## config.mk

```make
export PLATFORM = sky130hd
export DESIGN_NAME = inst_hw_feeder
export DESIGN_NICKNAME = d
export VERILOG_FILES = /design/src/rtl/inst_hw_feeder.sv
export SDC_FILE = /design/constraint.sdc
export NUM_CORES = 1
export LEC_CHECK = 0
export CORE_UTILIZATION = 59
export CTS_CLUSTER_DIAMETER = 200
export CTS_CLUSTER_SIZE = 25
export DETAILED_ROUTE_END_ITERATION = 12
export PLACE_DENSITY = 0.86
export SETUP_SLACK_MARGIN = 0.15
export SLEW_MARGIN = 10
export SYNTH_ARGS = -nofsm -noshare
export SYNTH_HDL_FRONTEND = slang
export SYNTH_SLANG_ARGS = --single-unit
```

## constraint.sdc

```tcl
create_clock -name clk -period 16.7 [get_ports clk]
set_input_delay 2.505 -clock clk [delete_from_list [all_inputs] [get_ports clk]]
set_output_delay 2.505 -clock clk [all_outputs]
set_load 0.02 [all_outputs]
```

## src/rtl/inst_hw_feeder.sv

```systemverilog
// Thumb halfword fetch feeder: word reads into a prefetch FIFO, split into halfwords, with branch redirect.
// Optional feature: define INST_HW_FEEDER_BYPASS_EN to forward a response into an empty FIFO in the same cycle.
module inst_hw_feeder #(
  parameter logic [31:0] RESET_PC = 32'h0000_0000,
  parameter int          QDEPTH   = 4,
  parameter int          MAX_OUT  = 2
) (
  input  logic        clk,
  input  logic        rst,
  input  logic        redirect,
  input  logic [31:0] redirect_pc,
  input  logic        hw_ready,
  output logic [15:0] inst_hw,
  output logic        hw_valid,
  output logic [31:0] hw_pc,
  output logic        mem_req,
  output logic [31:0] mem_addr,
  input  logic        mem_gnt,
  input  logic        mem_rvalid,
  input  logic [31:0] mem_rdata
);
  localparam int PW  = (QDEPTH > 1) ? $clog2(QDEPTH) : 1;
  localparam int CW  = $clog2(QDEPTH + 1);
  localparam int CW1 = CW + 1;
  localparam logic [CW:0]   DEPTH_LIM = CW1'(QDEPTH);
  localparam logic [CW-1:0] OUT_LIM   = CW'(MAX_OUT);

  typedef enum logic [0:0] {FETCH = 1'b0, FLUSH = 1'b1} state_t;

  state_t        state_r;
  logic [31:0]   fifo_r [QDEPTH];
  logic [PW-1:0] head_r;
  logic [PW-1:0] tail_r;
  logic [CW-1:0] cnt_r;
  logic [CW-1:0] outstanding_r;
  logic [CW-1:0] discard_r;
  logic          sel_r;
  logic [31:0]   pc_r;
  logic [31:0]   fetch_addr_r;

  logic [CW:0]   credit_s;
  logic [CW-1:0] out_next_s;
  logic [31:0]   head_word_s;
  logic          gnt_s;
  logic          rv_s;
  logic          bypass_s;
  logic          pop_s;
  logic          push_s;
  logic          deq_s;

  assign mem_addr = fetch_addr_r;
  assign hw_pc    = pc_r;

  // Issue decision, halfword presentation and FIFO push/pop qualification.
  always_comb begin
    credit_s    = {1'b0, cnt_r} + {1'b0, outstanding_r};
    mem_req     = 1'b0;
    hw_valid    = 1'b0;
    inst_hw     = 16'h0000;
    head_word_s = fifo_r[head_r];
    if (!rst && (state_r == FETCH) && !redirect && (credit_s < DEPTH_LIM) && (outstanding_r < OUT_LIM)) begin
      mem_req = 1'b1;
    end else begin
      mem_req = 1'b0;
    end
    gnt_s = mem_req && mem_gnt;
    // A response with nothing outstanding is a memory protocol error and is ignored.
    rv_s  = mem_rvalid && (outstanding_r != '0);
`ifdef INST_HW_FEEDER_BYPASS_EN
    bypass_s = (cnt_r == '0) && (state_r == FETCH) && rv_s && !redirect;
`else
    bypass_s = 1'b0;
`endif
    if (bypass_s) begin
      hw_valid = 1'b1;
      inst_hw  = sel_r ? mem_rdata[31:16] : mem_rdata[15:0];
    end else if (cnt_r != '0) begin
      hw_valid = 1'b1;
      inst_hw  = sel_r ? head_word_s[31:16] : head_word_s[15:0];
    end else begin
      hw_valid = 1'b0;
      inst_hw  = 16'h0000;
    end
    pop_s      = hw_valid && hw_ready && !redirect;
    // A bypassed upper half that is consumed immediately never enters the FIFO.
    push_s     = (state_r == FETCH) && rv_s && !redirect && !(bypass_s && hw_ready && sel_r);
    deq_s      = pop_s && sel_r && !bypass_s;
    out_next_s = outstanding_r + CW'(gnt_s) - CW'(rv_s);
  end

  // Control state: FSM, credit counters, halfword PC/select and FIFO pointers.
  always_ff @(posedge clk or posedge rst) begin
    if (rst) begin
      state_r       <= FETCH;
      head_r        <= '0;
      tail_r        <= '0;
      cnt_r         <= '0;
      outstanding_r <= '0;
      discard_r     <= '0;
      sel_r         <= RESET_PC[1];
      pc_r          <= {RESET_PC[31:1], 1'b0};
      fetch_addr_r  <= {RESET_PC[31:2], 2'b00};
    end else if (redirect) begin
      state_r       <= (out_next_s != '0) ? FLUSH : FETCH;
      head_r        <= '0;
      tail_r        <= '0;
      cnt_r         <= '0;
      outstanding_r <= out_next_s;
      discard_r     <= out_next_s;
      sel_r         <= redirect_pc[1];
      pc_r          <= {redirect_pc[31:1], 1'b0};
      fetch_addr_r  <= {redirect_pc[31:2], 2'b00};
    end else begin
      outstanding_r <= out_next_s;
      cnt_r         <= cnt_r + CW'(push_s) - CW'(deq_s);
      if (gnt_s) fetch_addr_r <= fetch_addr_r + 32'd4;
      if (push_s) tail_r <= tail_r + PW'(1);
      if (deq_s) head_r <= head_r + PW'(1);
      if (pop_s) begin
        pc_r  <= pc_r + 32'd2;
        sel_r <= ~sel_r;
      end
      if ((state_r == FLUSH) && rv_s) begin
        discard_r <= discard_r - CW'(1);
        if (discard_r == CW'(1)) state_r <= FETCH;
      end
    end
  end

  // Prefetch word storage.
  always_ff @(posedge clk or posedge rst) begin
    if (rst) begin
      for (int i = 0; i < QDEPTH; i++) fifo_r[i] <= 32'h0000_0000;
    end else if (push_s) begin
      fifo_r[tail_r] <= mem_rdata;
    end
  end
endmodule
```

==> metrics.cfg <==
[cts]
worstSkewPairLatency_ns = 0.47
post_cts_buffers = 0
cts.path.max_buffers = 3
holdBufCountCts = 0
htreeDepth = 1
cts_root_buf = clkbuf_16
cts_tree = done
numCtsBuffers = 12
cts.sinks = 204
clk_pin_slew_worst_paths_ns = 0.10
cts_resized = 0

[final_layout]
syn2layout_area_growth_pct = 19.8
antenna_cells = 0
num-fill-cells = 1131
finalNonFillerCells = 1161
fin_nets = 1027
final_core_util_pct = 72.6
drive_above_1_share_pct = 21.5

[setup_path]
cp_max_fo = 2
cp-start-kind = input pin
required_ns = 14.20
worstSetupEndpointType = output pin
worst-setup-path-type = input pin to output pin
worstPathArrival_ns = 4.04

[sta]
setup_tns_ns = 0
setup_viol = 0
finalHoldViolations = 0
clock_skew_ns = 0.0228
timing.final.crit_share_pct = 39.2
fin_crit_ns = 6.54
fmax_mhz = 153
tightest_slew_ns = 1.03
rsz0062_at_grt = no
slew_violations = 0
slew_headroom_pct = 30.8

[global_routing]
grt_usage_pct = 27.4
grt_max_degree = 135
antenna_found_initial = 0
grt_overflow = 0
first_global_vias = 7440
grt_first_pass_wirelength_um = 38300

[detailed_routing]
drc = 0
firstDrtPassIters = 5
ant_nets = 0
wire_per_inst_um = 20.0
vias_per_cell = 6.11
drtIter0Drc = 656
via_count = 7094
routed_wl_um = 23200

[min_path]
hold_path_class = flop to flop

[run_status]
status = completed

[floorplanning]
top_level_ports = 152
start_util_pct = 60.6
die-height_um = 133
rows = 47
die_w_um = 133
die_area_um2 = 17600
coreArea_um2 = 16600

[synth]
synth_top_family_by_area = multiplexers
syn_area_um2 = 10000
synth_mux_area_share_pct = 24.3
synth_compound_area_share_pct = 5.89
syn_inst = 814
avgSynthCellArea_um2 = 12.3
synth-edff-count = 0
ys_seq_elements = 204
ys_types = 49
ys.flop_type = dfrtp_1
synth_xor_area_share_pct = 3.66
ys_warn_count = 0
synth-adder-area-share_pct = 2.27
seq_area_frac_synth_pct = 50.8
async_flop_share_pct = 100
synthSimpleGateAreaFrac_pct = 10.3

[job]
drv_cap = 0

[power]
irDropWorstVdd_mv = 0.0960
power.density_nw_per_um2 = 113
leakage_nw = 5.25
finalPower_mw = 1.36

[place]
numPortBuffers = 147
gp_congestion = 0.886
dp.cells = 1146
dp_hpwl_um = 15300

## per-stage QoR
stage | setup WS [ns] | area (um^2) | hold slack (ns)
finish | 10.16 | 12000 | 0.509
global route | 10.09 | 12000 | 0.519
CTS | 10.14 | 12000 | 0.510
detailed placement | 10.14 | 11700 | 0.487
global placement | 10.15 | 11700 | 0.481
floorplan | 8.63 | 10100 | 0.474
## power breakdown
part / internal (mW) / switching [mW] / total [mW]
combinational: 0.221 / 0.181 / 0.401
sequential: 0.584 / 0.0738 / 0.658
clock: 0.136 / 0.167 / 0.303
total: 0.941 / 0.421 / 1.36
## state kept, by name (all words and copies together) (netlist names), 2 cells and up
register and flops:
head_r 2, tail_r 2, fifo_r 128, cnt_r 3
hw_pc 31, mem_addr 30, discard_r 3, outstanding_r 3
## cell type report
class                   count  area (um^2)  area share (%)
multi-input cells         546         4680            38.9
well taps                 220          275            2.29
inverters                  19         81.3           0.676
repair buffers            157         1540            12.8
flip-flops and latches    204         5110            42.4
clock buffers              13          304            2.53
clock inverters             2         46.3           0.385
## synth_stat cells (3+ instances only)
master	n	area, um^2
and2_1	7	43.8
buf_4	3	22.5
nand3_1	36	180
o211ai_1	11	82.6
nand2_1	55	206
nand3b_1	5	37.5
o21ai_0	39	195
nor3_1	9	45.0
and4_1	6	52.6
a21oi_1	9	45.0
o31a_1	3	26.3
nor4_1	5	31.3
o311ai_0	13	114
and3_1	11	68.8
a31oi_1	8	50.1
xor2_1	24	210
mux2_2	135	1520
nand4_1	23	144
dfrtp_1	204	5100
xnor2_1	18	158
nor2_1	38	143
buf_1	17	63.8
mux4_2	32	721
mux2i_1	20	200
buf_2	6	30.0
ha_1	15	188
inv_1	17	63.8
o31ai_1	3	22.5
clkbuf_1	19	71.3
## cell families (layout without fill, tap and decap cells)
kind of cell               count (synthesis)  after routing
muxes                                    187            187
adders and majority gates                 17             17
DFF                                      204            204
buffers and inverters                     66            191
AOI/OAI and AO/OA                         93             93
xor gates and xnor gates                  42             42
and+or+nand+nor                          204            204
other                                      1              3
## layout by cell type (no fill, tap or decap), drive strengths merged, types with 13 or more instances in the layout
cell type,synthesis,final
nor2,38,38
o21ai,39,39
ha,15,15
mux2i,20,20
dfrtp,204,204
nand4,23,23
clkdlybuf4s50,0,146
mux4,32,32
mux2,135,135
nand3,36,36
nand2,55,55
xnor2,18,18
o311ai,13,13
clkbuf,20,13
xor2,24,24
inv,19,19
## path summary, 6_finish.rpt
kind                                  from          to  slack (ns)  cells past startpoint
worst max-delay path                   rst     mem_req       10.16                      4
worst min-delay path            fifo_r[79]  fifo_r[79]        0.51                      1
worst max register to register    cnt_r[2]     state_r       13.15                     12
worst min register to register  fifo_r[79]  fifo_r[79]        0.51                      1
max in group asynchronous              rst  fifo_r[23]       12.53                      3
min in group asynchronous              rst  fifo_r[47]        2.71                      2
## critical path, cell delays in order
cell and delay, ns:
clkdlybuf4s50_1 0.53, a31oi_1 0.21, and3_1 0.17, clkdlybuf4s50_1 0.63
## per-layer routing
layer	vias to the layer above	routed length (um)	track usage, %
li1	3223	-	-
met1	3583	9590	35.7
met3	35	1420	3.98
met4	0	466	6.83
met5	-	0	0
met2	253	11700	48.2
Power figures use the tool's default switching activity.
